===== config.mk =====
export PLATFORM = sky130hd
export DESIGN_NAME = mem_arbiter
export DESIGN_NICKNAME = d
export VERILOG_FILES = /design/src/rtl/mem_arbiter.sv
export SDC_FILE = /design/constraint.sdc
export NUM_CORES = 2
export LEC_CHECK = 0
export CAP_MARGIN = 20
export CORE_AREA = 2 2 574 576
export CTS_BUF_LIST = sky130_fd_sc_hd__clkbuf_8
export CTS_CLUSTER_DIAMETER = 30
export DETAILED_ROUTE_END_ITERATION = 6
export DIE_AREA = 0 0 576 578
export RECOVER_POWER = 50
export SKIP_CTS_REPAIR_TIMING = 1
export SYNTH_ARGS = -nofsm -noshare
export SYNTH_HDL_FRONTEND = slang
export SYNTH_SLANG_ARGS = --single-unit

===== constraint.sdc =====
create_clock -name clk -period 38 [get_ports clk]
set_input_delay 11.4 -clock clk [delete_from_list [all_inputs] [get_ports clk]]
set_output_delay 11.4 -clock clk [all_outputs]
set_load 0.03 [all_outputs]

===== src/rtl/mem_arbiter.sv =====
// Shares one off-chip memory port between the icache and dcache.
// Requests are queued per requester, granted round-robin, and one memory op is kept in flight at a time.
module mem_arbiter #(
    parameter int QDEPTH = 2,
    parameter int ADDR_W = 32,
    parameter int LINE_W = 256
) (
    input  logic              clk,
    input  logic              rst,
    input  logic              ic_req_ren,
    input  logic [ADDR_W-1:0] ic_req_addr,
    output logic              ic_rec_en,
    output logic [ADDR_W-1:0] ic_rec_addr,
    output logic [LINE_W-1:0] ic_rec_cacheline,
    input  logic              dc_req_ren,
    input  logic              dc_req_wen,
    input  logic [ADDR_W-1:0] dc_req_addr,
    input  logic [LINE_W-1:0] dc_req_cacheline,
    output logic              dc_rec_en,
    output logic [ADDR_W-1:0] dc_rec_addr,
    output logic [LINE_W-1:0] dc_rec_cacheline,
    output logic              dc_wack,
    output logic              mem_ren,
    output logic              mem_wen,
    output logic [ADDR_W-1:0] mem_addr,
    output logic [LINE_W-1:0] mem_wdata,
    input  logic              mem_ack,
    input  logic [LINE_W-1:0] mem_rdata,
    output logic              ic_full,
    output logic              dc_full,
    output logic              overflow
);

    localparam int PTR_W = (QDEPTH > 1) ? $clog2(QDEPTH) : 1;
    localparam int CNT_W = PTR_W + 1;
    localparam logic [CNT_W-1:0] FULL_CNT = CNT_W'(QDEPTH);

    typedef enum logic {
        ST_IDLE,
        ST_WAIT
    } state_t;

    state_t state, state_next;

    logic [ADDR_W-1:0] ic_q_addr [QDEPTH];
    logic [PTR_W-1:0]  ic_wptr, ic_rptr;
    logic [CNT_W-1:0]  ic_cnt;

    logic              dc_q_we   [QDEPTH];
    logic [ADDR_W-1:0] dc_q_addr [QDEPTH];
    logic [LINE_W-1:0] dc_q_data [QDEPTH];
    logic [PTR_W-1:0]  dc_wptr, dc_rptr;
    logic [CNT_W-1:0]  dc_cnt;

    logic ic_empty, dc_empty;
    logic grant_ic, grant_dc;
    logic ic_push, ic_pop, ic_drop;
    logic dc_req_any, dc_push, dc_pop, dc_drop;
    logic last_grant_dc, owner_dc, op_we;
    logic resp_fire;

    logic              dc_head_we;
    logic [ADDR_W-1:0] ic_head_addr, dc_head_addr;
    logic [LINE_W-1:0] dc_head_data;

    assign ic_full  = (ic_cnt == FULL_CNT);
    assign dc_full  = (dc_cnt == FULL_CNT);
    assign ic_empty = (ic_cnt == '0);
    assign dc_empty = (dc_cnt == '0);

    assign ic_head_addr = ic_q_addr[ic_rptr];
    assign dc_head_we   = dc_q_we[dc_rptr];
    assign dc_head_addr = dc_q_addr[dc_rptr];
    assign dc_head_data = dc_q_data[dc_rptr];

    // A pop frees a slot in the same cycle, so a push into a full FIFO that is being popped still lands.
    assign ic_pop     = grant_ic;
    assign dc_pop     = grant_dc;
    assign ic_push    = ic_req_ren && (!ic_full || ic_pop);
    assign ic_drop    = ic_req_ren && ic_full && !ic_pop;
    assign dc_req_any = dc_req_ren || dc_req_wen;
    assign dc_push    = dc_req_any && (!dc_full || dc_pop);
    assign dc_drop    = (dc_req_any && dc_full && !dc_pop) || (dc_req_ren && dc_req_wen);

    assign resp_fire = (state == ST_WAIT) && mem_ack;

    always_comb begin
        state_next = state;
        grant_ic   = 1'b0;
        grant_dc   = 1'b0;
        case (state)
            ST_IDLE: begin
                if (!ic_empty && !dc_empty) begin
                    grant_ic = last_grant_dc;
                    grant_dc = !last_grant_dc;
                end else begin
                    grant_ic = !ic_empty;
                    grant_dc = !dc_empty;
                end
                if (grant_ic || grant_dc) begin
                    state_next = ST_WAIT;
                end
            end
            ST_WAIT: begin
                if (mem_ack) begin
                    state_next = ST_IDLE;
                end
            end
            default: state_next = ST_IDLE;
        endcase
    end

    always_ff @(posedge clk) begin
        if (rst) begin
            state <= ST_IDLE;
        end else begin
            state <= state_next;
        end
    end

    // Queue storage carries no reset; only pointers and counts define validity.
    always_ff @(posedge clk) begin
        if (ic_push) begin
            ic_q_addr[ic_wptr] <= ic_req_addr;
        end
        if (dc_push) begin
            dc_q_we[dc_wptr]   <= dc_req_wen;
            dc_q_addr[dc_wptr] <= dc_req_addr;
            dc_q_data[dc_wptr] <= dc_req_cacheline;
        end
    end

    always_ff @(posedge clk) begin
        if (rst) begin
            ic_wptr <= '0;
            ic_rptr <= '0;
            ic_cnt  <= '0;
            dc_wptr <= '0;
            dc_rptr <= '0;
            dc_cnt  <= '0;
        end else begin
            if (ic_push) ic_wptr <= ic_wptr + PTR_W'(1);
            if (ic_pop)  ic_rptr <= ic_rptr + PTR_W'(1);
            if (dc_push) dc_wptr <= dc_wptr + PTR_W'(1);
            if (dc_pop)  dc_rptr <= dc_rptr + PTR_W'(1);
            case ({ic_push, ic_pop})
                2'b10:   ic_cnt <= ic_cnt + CNT_W'(1);
                2'b01:   ic_cnt <= ic_cnt - CNT_W'(1);
                default: ic_cnt <= ic_cnt;
            endcase
            case ({dc_push, dc_pop})
                2'b10:   dc_cnt <= dc_cnt + CNT_W'(1);
                2'b01:   dc_cnt <= dc_cnt - CNT_W'(1);
                default: dc_cnt <= dc_cnt;
            endcase
        end
    end

    // mem_addr holds the in-flight address until the next grant, so it doubles as the response address.
    always_ff @(posedge clk) begin
        if (rst) begin
            mem_ren       <= 1'b0;
            mem_wen       <= 1'b0;
            mem_addr      <= '0;
            mem_wdata     <= '0;
            owner_dc      <= 1'b0;
            op_we         <= 1'b0;
            last_grant_dc <= 1'b1;
        end else begin
            mem_ren <= grant_ic || (grant_dc && !dc_head_we);
            mem_wen <= grant_dc && dc_head_we;
            if (grant_ic) begin
                mem_addr      <= ic_head_addr;
                mem_wdata     <= '0;
                owner_dc      <= 1'b0;
                op_we         <= 1'b0;
                last_grant_dc <= 1'b0;
            end else if (grant_dc) begin
                mem_addr      <= dc_head_addr;
                mem_wdata     <= dc_head_data;
                owner_dc      <= 1'b1;
                op_we         <= dc_head_we;
                last_grant_dc <= 1'b1;
            end
        end
    end

    always_ff @(posedge clk) begin
        if (rst) begin
            ic_rec_en        <= 1'b0;
            ic_rec_addr      <= '0;
            ic_rec_cacheline <= '0;
            dc_rec_en        <= 1'b0;
            dc_rec_addr      <= '0;
            dc_rec_cacheline <= '0;
            dc_wack          <= 1'b0;
            overflow         <= 1'b0;
        end else begin
            ic_rec_en <= resp_fire && !owner_dc;
            dc_rec_en <= resp_fire && owner_dc && !op_we;
            dc_wack   <= resp_fire && owner_dc && op_we;
            if (resp_fire && !owner_dc) begin
                ic_rec_addr      <= mem_addr;
                ic_rec_cacheline <= mem_rdata;
            end
            if (resp_fire && owner_dc && !op_we) begin
                dc_rec_addr      <= mem_addr;
                dc_rec_cacheline <= mem_rdata;
            end
            if (ic_drop || dc_drop) begin
                overflow <= 1'b1;
            end
        end
    end

endmodule


### Word level (Yosys, flattened, before mapping)

Memories as Yosys holds them, arrays and structs flattened. A register that Yosys moved wholly into a read port is not among the register bits.
Index checks and enable logic that the tools add are counted.

| word-level totals | value |
|---|---|
| register bits | 626 |
| bits in writable memories | 642 |
| input port bits | 582 |
| output and inout port bits | 872 |
| word-level logic and storage cells | 103 |
| memories | 4 |

Memories:

| name | depth | bits a word | rd ports | clocked after Yosys merged registers in | wr ports | line | RTL |
|---|---|---|---|---|---|---|---|
| dc_q_data | 2 | 256 | 1 | 1 | 1 | 51 | `logic [LINE_W-1:0] dc_q_data [QDEPTH];` |
| dc_q_addr | 2 | 32 | 1 | 1 | 1 | 50 | `logic [ADDR_W-1:0] dc_q_addr [QDEPTH];` |
| ic_q_addr | 2 | 32 | 1 | 1 | 1 | 45 | `logic [ADDR_W-1:0] ic_q_addr [QDEPTH];` |
| dc_q_we | 2 | 1 | 1 | 1 | 1 | 49 | `logic dc_q_we [QDEPTH];` |

| operators by class | value |
|---|---|
| $add $sub $neg | 8 |
| eq/ne operators | 6 |
| mux-type cells | 25 |
| bitwise gates (word level) | 1 |
| reductions and logical operators | 38 |

Operators by type and width:

| kind | number |
|---|---|
| $mux W32 | 2 |
| $mux W1 | 20 |
| $logic_and A1 B1 Y1 | 15 |
| $logic_not A1 Y1 | 10 |
| $eq A2 B2 Y1 const B | 4 |
| $pmux W2 S2 | 2 |
| $logic_or A1 B1 Y1 | 7 |
| $reduce_bool A2 Y1 | 3 |
| $add A1 B1 Y1 const B | 4 |
| $add A2 B1 Y2 const B | 2 |
| $eq A2 B1 Y1 const B | 2 |
| $logic_not A2 Y1 | 2 |
| $sub A2 B1 Y2 const B | 2 |
| $pmux W1 S2 | 1 |
| $reduce_or A2 Y1 | 1 |
| $not A1 Y1 | 1 |

### Longest topological paths before layout

| logic depth | value |
|---|---|
| word-level depth | 10 |
| mapped depth | 8 |
| mapped depth without buffers | 4 |

### Worst setup path after synthesis

OpenSTA, ideal clock, no wires.

| timing path | value |
|---|---|
| kind | input -> register |
| from | input dc_req_wen |
| to | memory dc_q_addr[1][0] (enable) |
| library setup time | 1.351 ns |
| arrival time | 32.278 ns |
| required time | 36.649 ns |
| path slack | 4.371 ns |
| stages | 2 |
| buffers on the path | 0 |
| cell sequence | nor2_1 -> nor3b_1 |

| on the way | value |
|---|---|
| cells in the longest elaborated chain, start to end | 4 |

Ends and longest elaborated chain:

| item | line | RTL |
|---|---|---|
| start, declared | 16 | `input logic dc_req_wen,` |
| $logic_or A1 B1 Y1 | 81 | `assign dc_req_any = dc_req_ren \|\| dc_req_wen;` |
| $logic_and A1 B1 Y1 | 82 | `assign dc_push = dc_req_any && (!dc_full \|\| dc_pop);` |
| $mux W1 | 126 | `if (dc_push) begin` |
| $mux W1 (not written as such) | 128 | `dc_q_addr[dc_wptr] <= dc_req_addr;` |
| end, declared | 50 |  |

No other way between the ends.

==> impl_metrics.yaml <==
drt:
  drc_errors: 0
  drtPass1Iterations: 6
  finalWirelength_um: 256200
  via_per_inst: 3.907
  ant_nets: 0
  avgRoutedWirePerCell_um: 23.50
  via_count: 42580
  first_iter_violations: 2895
placed_design:
  placed_area_sq_um: 73170
  gp_congestion: 0.9367
  portBuffers: 1453
  dp_hpwl_um: 194600
die:
  die_w_um: 576
  core_sq_um: 326300
  io_pins: 1454
  start_util_pct: 16.66
  fp-row-count: 210
  die_h_um: 578
  dieArea_sq_um: 332900
pwr:
  pwr_density_cell_nw_per_um2: 80.69
  p_clk_share_pct: 32.2
  p_sw_share_pct: 37.43
  p_int_mw: 4.088
  power.share.combinational_pct: 32.2
  ir_drop_v: 0.00006830
  p_leak_nw: 27.32
  seqPwrFrac_pct: 35.6
  switching_power_mw: 2.446
clock_network:
  cts_sinks: 1526
  clockBufferDepth: 4
  htreeDepth: 5
  clkTransAtPathRegs_ns: 0.05
  cts-root-buf: "clkbuf_8"
  cts_tree: "built"
  cts_buffers: 354
  clock_latency_ns: 1.01
grt:
  grt_usage_pct: 14.49
  top_usage_layer: "met2"
  use_met2_pct: 24.91
  use_met1_pct: 14.85
  grt_max_degree: 167
  grt_pass1_vias: 41970
  antenna_found_initial: 203
  grt_pass1_wl_um: 339800
  met3_usage_pct: 5.941
  grt_remaining_overflow: 0
timing:
  worst_pin_slew_ns: 7.052
  fin_crit_ns: 21.51
  finalCritPeriodShare_pct: 56.61
  holdWs_ns: 0.4509
  finalSetupTns_ns: 0
  rsz0062_at_grt: "no"
  hold_viol: 0
  fmax_ghz: 0.04649
  slew_violations: 1216
  relSlewSlack_pct: -370.1
  fin_skew_ns: 0.1234
  finalSetupViolCount: 0
critical_path:
  reg2reg_to: "dc_q_addr[0][12]"
  worstRegToRegCells: 6
  start_kind: "input pin"
  startpoint: "rst"
  worstPathRequired_ns: 38.86
  cp_max_fo: 76
  cp-end-kind: "flop"
  r2r_start: "dc_cnt[1]"
  arrival_ns: 22.37
  endpoint: "ic_cnt[1]"
  critical_path_class: "input pin to flop"
  rrSetupSlack_ns: 28.81
finish:
  n_fill_cell: 34500
  area_delta_synth_final_pct: 48.99
  layout.nets: 6703
  drive_gt1_share_pct: 12.00
  final_area_sq_um: 80990
min_path:
  min_path_type: "flop to flop"
logic_synthesis:
  postSynthAreaPerCell_sq_um: 11.83
  seq_area_frac_synth_pct: 68.02
  synth_cell_types: 42
  yosys_warnings: 0
  synthCells: 4595
  synth_nets: 5177
  syn-cell-area_sq_um: 54360
  synth-seq-cells: 1526
job:
  drv_cap: 20
run_status:
  violations: "capacitance limit, slew limit"
  outcome: "finished, violations left"
-- worst min path at each step --
stage | from | endpoint | slack (ns) | depth (start not counted)
after CTS | ic_rec_cacheline[140] | ic_rec_cacheline[140] | 0.45 | 2
after global routing | dc_rec_cacheline[146] | dc_rec_cacheline[146] | 0.47 | 2
after global placement | ic_rec_cacheline[132] | ic_rec_cacheline[132] | 0.44 | 2
final | dc_rec_addr[16] | dc_rec_addr[16] | 0.45 | 2
after floorplan | dc_wptr | dc_wptr | 0.46 | 2
after detailed placement | dc_rec_cacheline[147] | dc_rec_cacheline[147] | 0.45 | 2
-- worst max-delay path, cell delays in order --
cell,delay (ns)
clkbuf_1,2.32
clkbuf_1,2.31
clkbuf_1,1.61
clkbuf_1,2.32
buf_4,0.91
buf_4,0.73
nor2_1,0.11
mux2_2,0.30
-- Yosys cell counts (all sizes together) --
master | instances | area [sq um]
nor2b | 1 | 6.260
or3 | 2 | 12.51
edfxtp | 642 | 19280
nand2 | 1154 | 4332
nor4 | 2 | 12.51
a211oi | 261 | 2950
clkbuf | 95 | 356.6
nor3 | 1 | 5.000
nor2 | 273 | 1046
dfxtp | 884 | 17700
o21ai | 38 | 246.5
o21ba | 1 | 10.01
nand2b | 3 | 18.77
and2 | 2 | 12.51
a21boi | 1 | 7.510
xnor2 | 3 | 26.28
nand3 | 1 | 5.000
o41ai | 1 | 27.53
mux2 | 33 | 427.9
nand3b | 32 | 240.2
buf | 238 | 1324
mux2i | 322 | 3223
or2 | 4 | 25.02
inv | 5 | 18.77
nor3b | 5 | 37.54
o21a | 2 | 22.52
a21o | 1 | 7.510
xor2 | 1 | 8.760
a21oi | 584 | 2923
o211ai | 1 | 12.51
o21bai | 2 | 37.54
-- layer usage --
layer	routed length, um	share of wire [%]
met1	90100	35
met4	14290	5.6
met5	600	0.23
met3	25370	9.9
met2	125800	49
-- power groups by stage --
stage	logic (mW)	registers, mW	clock network (mW)
global route	2.23	2.36	2.24
CTS	2.22	2.32	2.16
detailed placement	2.21	2.35	0
finish	2.10	2.33	2.11
global placement	2.19	2.34	0
floorplan	0.966	2.73	0
-- layout by cell type, fill, tap and decap left out, types with 51 or more instances in the layout --
| cell type | instances |
|---|---|
| mux2i_1 | 322 |
| diode_2 | 131 |
| dfxtp_1 | 881 |
| dlygate4sd3_1 | 566 |
| a21oi_1 | 584 |
| a211oi_1 | 141 |
| inv_1 | 77 |
| clkbuf_8 | 401 |
| edfxtp_1 | 642 |
| clkdlybuf4s50_1 | 886 |
| nand2_1 | 1154 |
| nor2_1 | 271 |
| clkinv_2 | 51 |
| a211oi_2 | 120 |
-- state kept, by name (all words and copies together), names as in the netlist, 64 cells and up, named ones only --
name and count:
dc_q_addr 64, dc_q_data 512, dc_rec_cacheline 256, ic_q_addr 64
ic_rec_cacheline 256, mem_wdata 256
-- layout make-up --
type	count	area, sq um	area share, %
tap	4346	5438	6.714
clock inverter	257	2507	3.096
antenna	131	327.8	0.4048
clock buffer	401	5519	6.814
timing repair buffer	1503	14920	18.42
multi-input combinational	2731	15280	18.86
inverter	5	20.02	0.02472
sequential	1526	36980	45.66
-- cells by family after synthesis --
logic type | Yosys count | synth area share, %
buffers and inverters | 338 | 3.126
AND/OR/NAND/NOR | 1480 | 10.58
flip-flops | 1526 | 68.02
XOR/XNOR | 4 | 0.06446
multiplexers | 355 | 6.717
AO/OA/AOI/OAI | 892 | 11.49
-- through the flow --
step | std cells | total power [mW] | setup WS [ns] | util, %
6_report | 10900 | 6.535 | 16.49 | 24.82
5_1_grt | 10870 | 6.838 | 15.72 | 24.79
4_1_cts | 10770 | 6.701 | 22.43 | 24.88
3_5_place_dp | 10110 | 4.557 | 21.37 | 22.42
3_3_place_gp | 10110 | 4.524 | 21.52 | 22.42
2_1_floorplan | 4595 | 3.695 | 4.371 | -
Note: power is estimated with default switching activity, not from simulation.
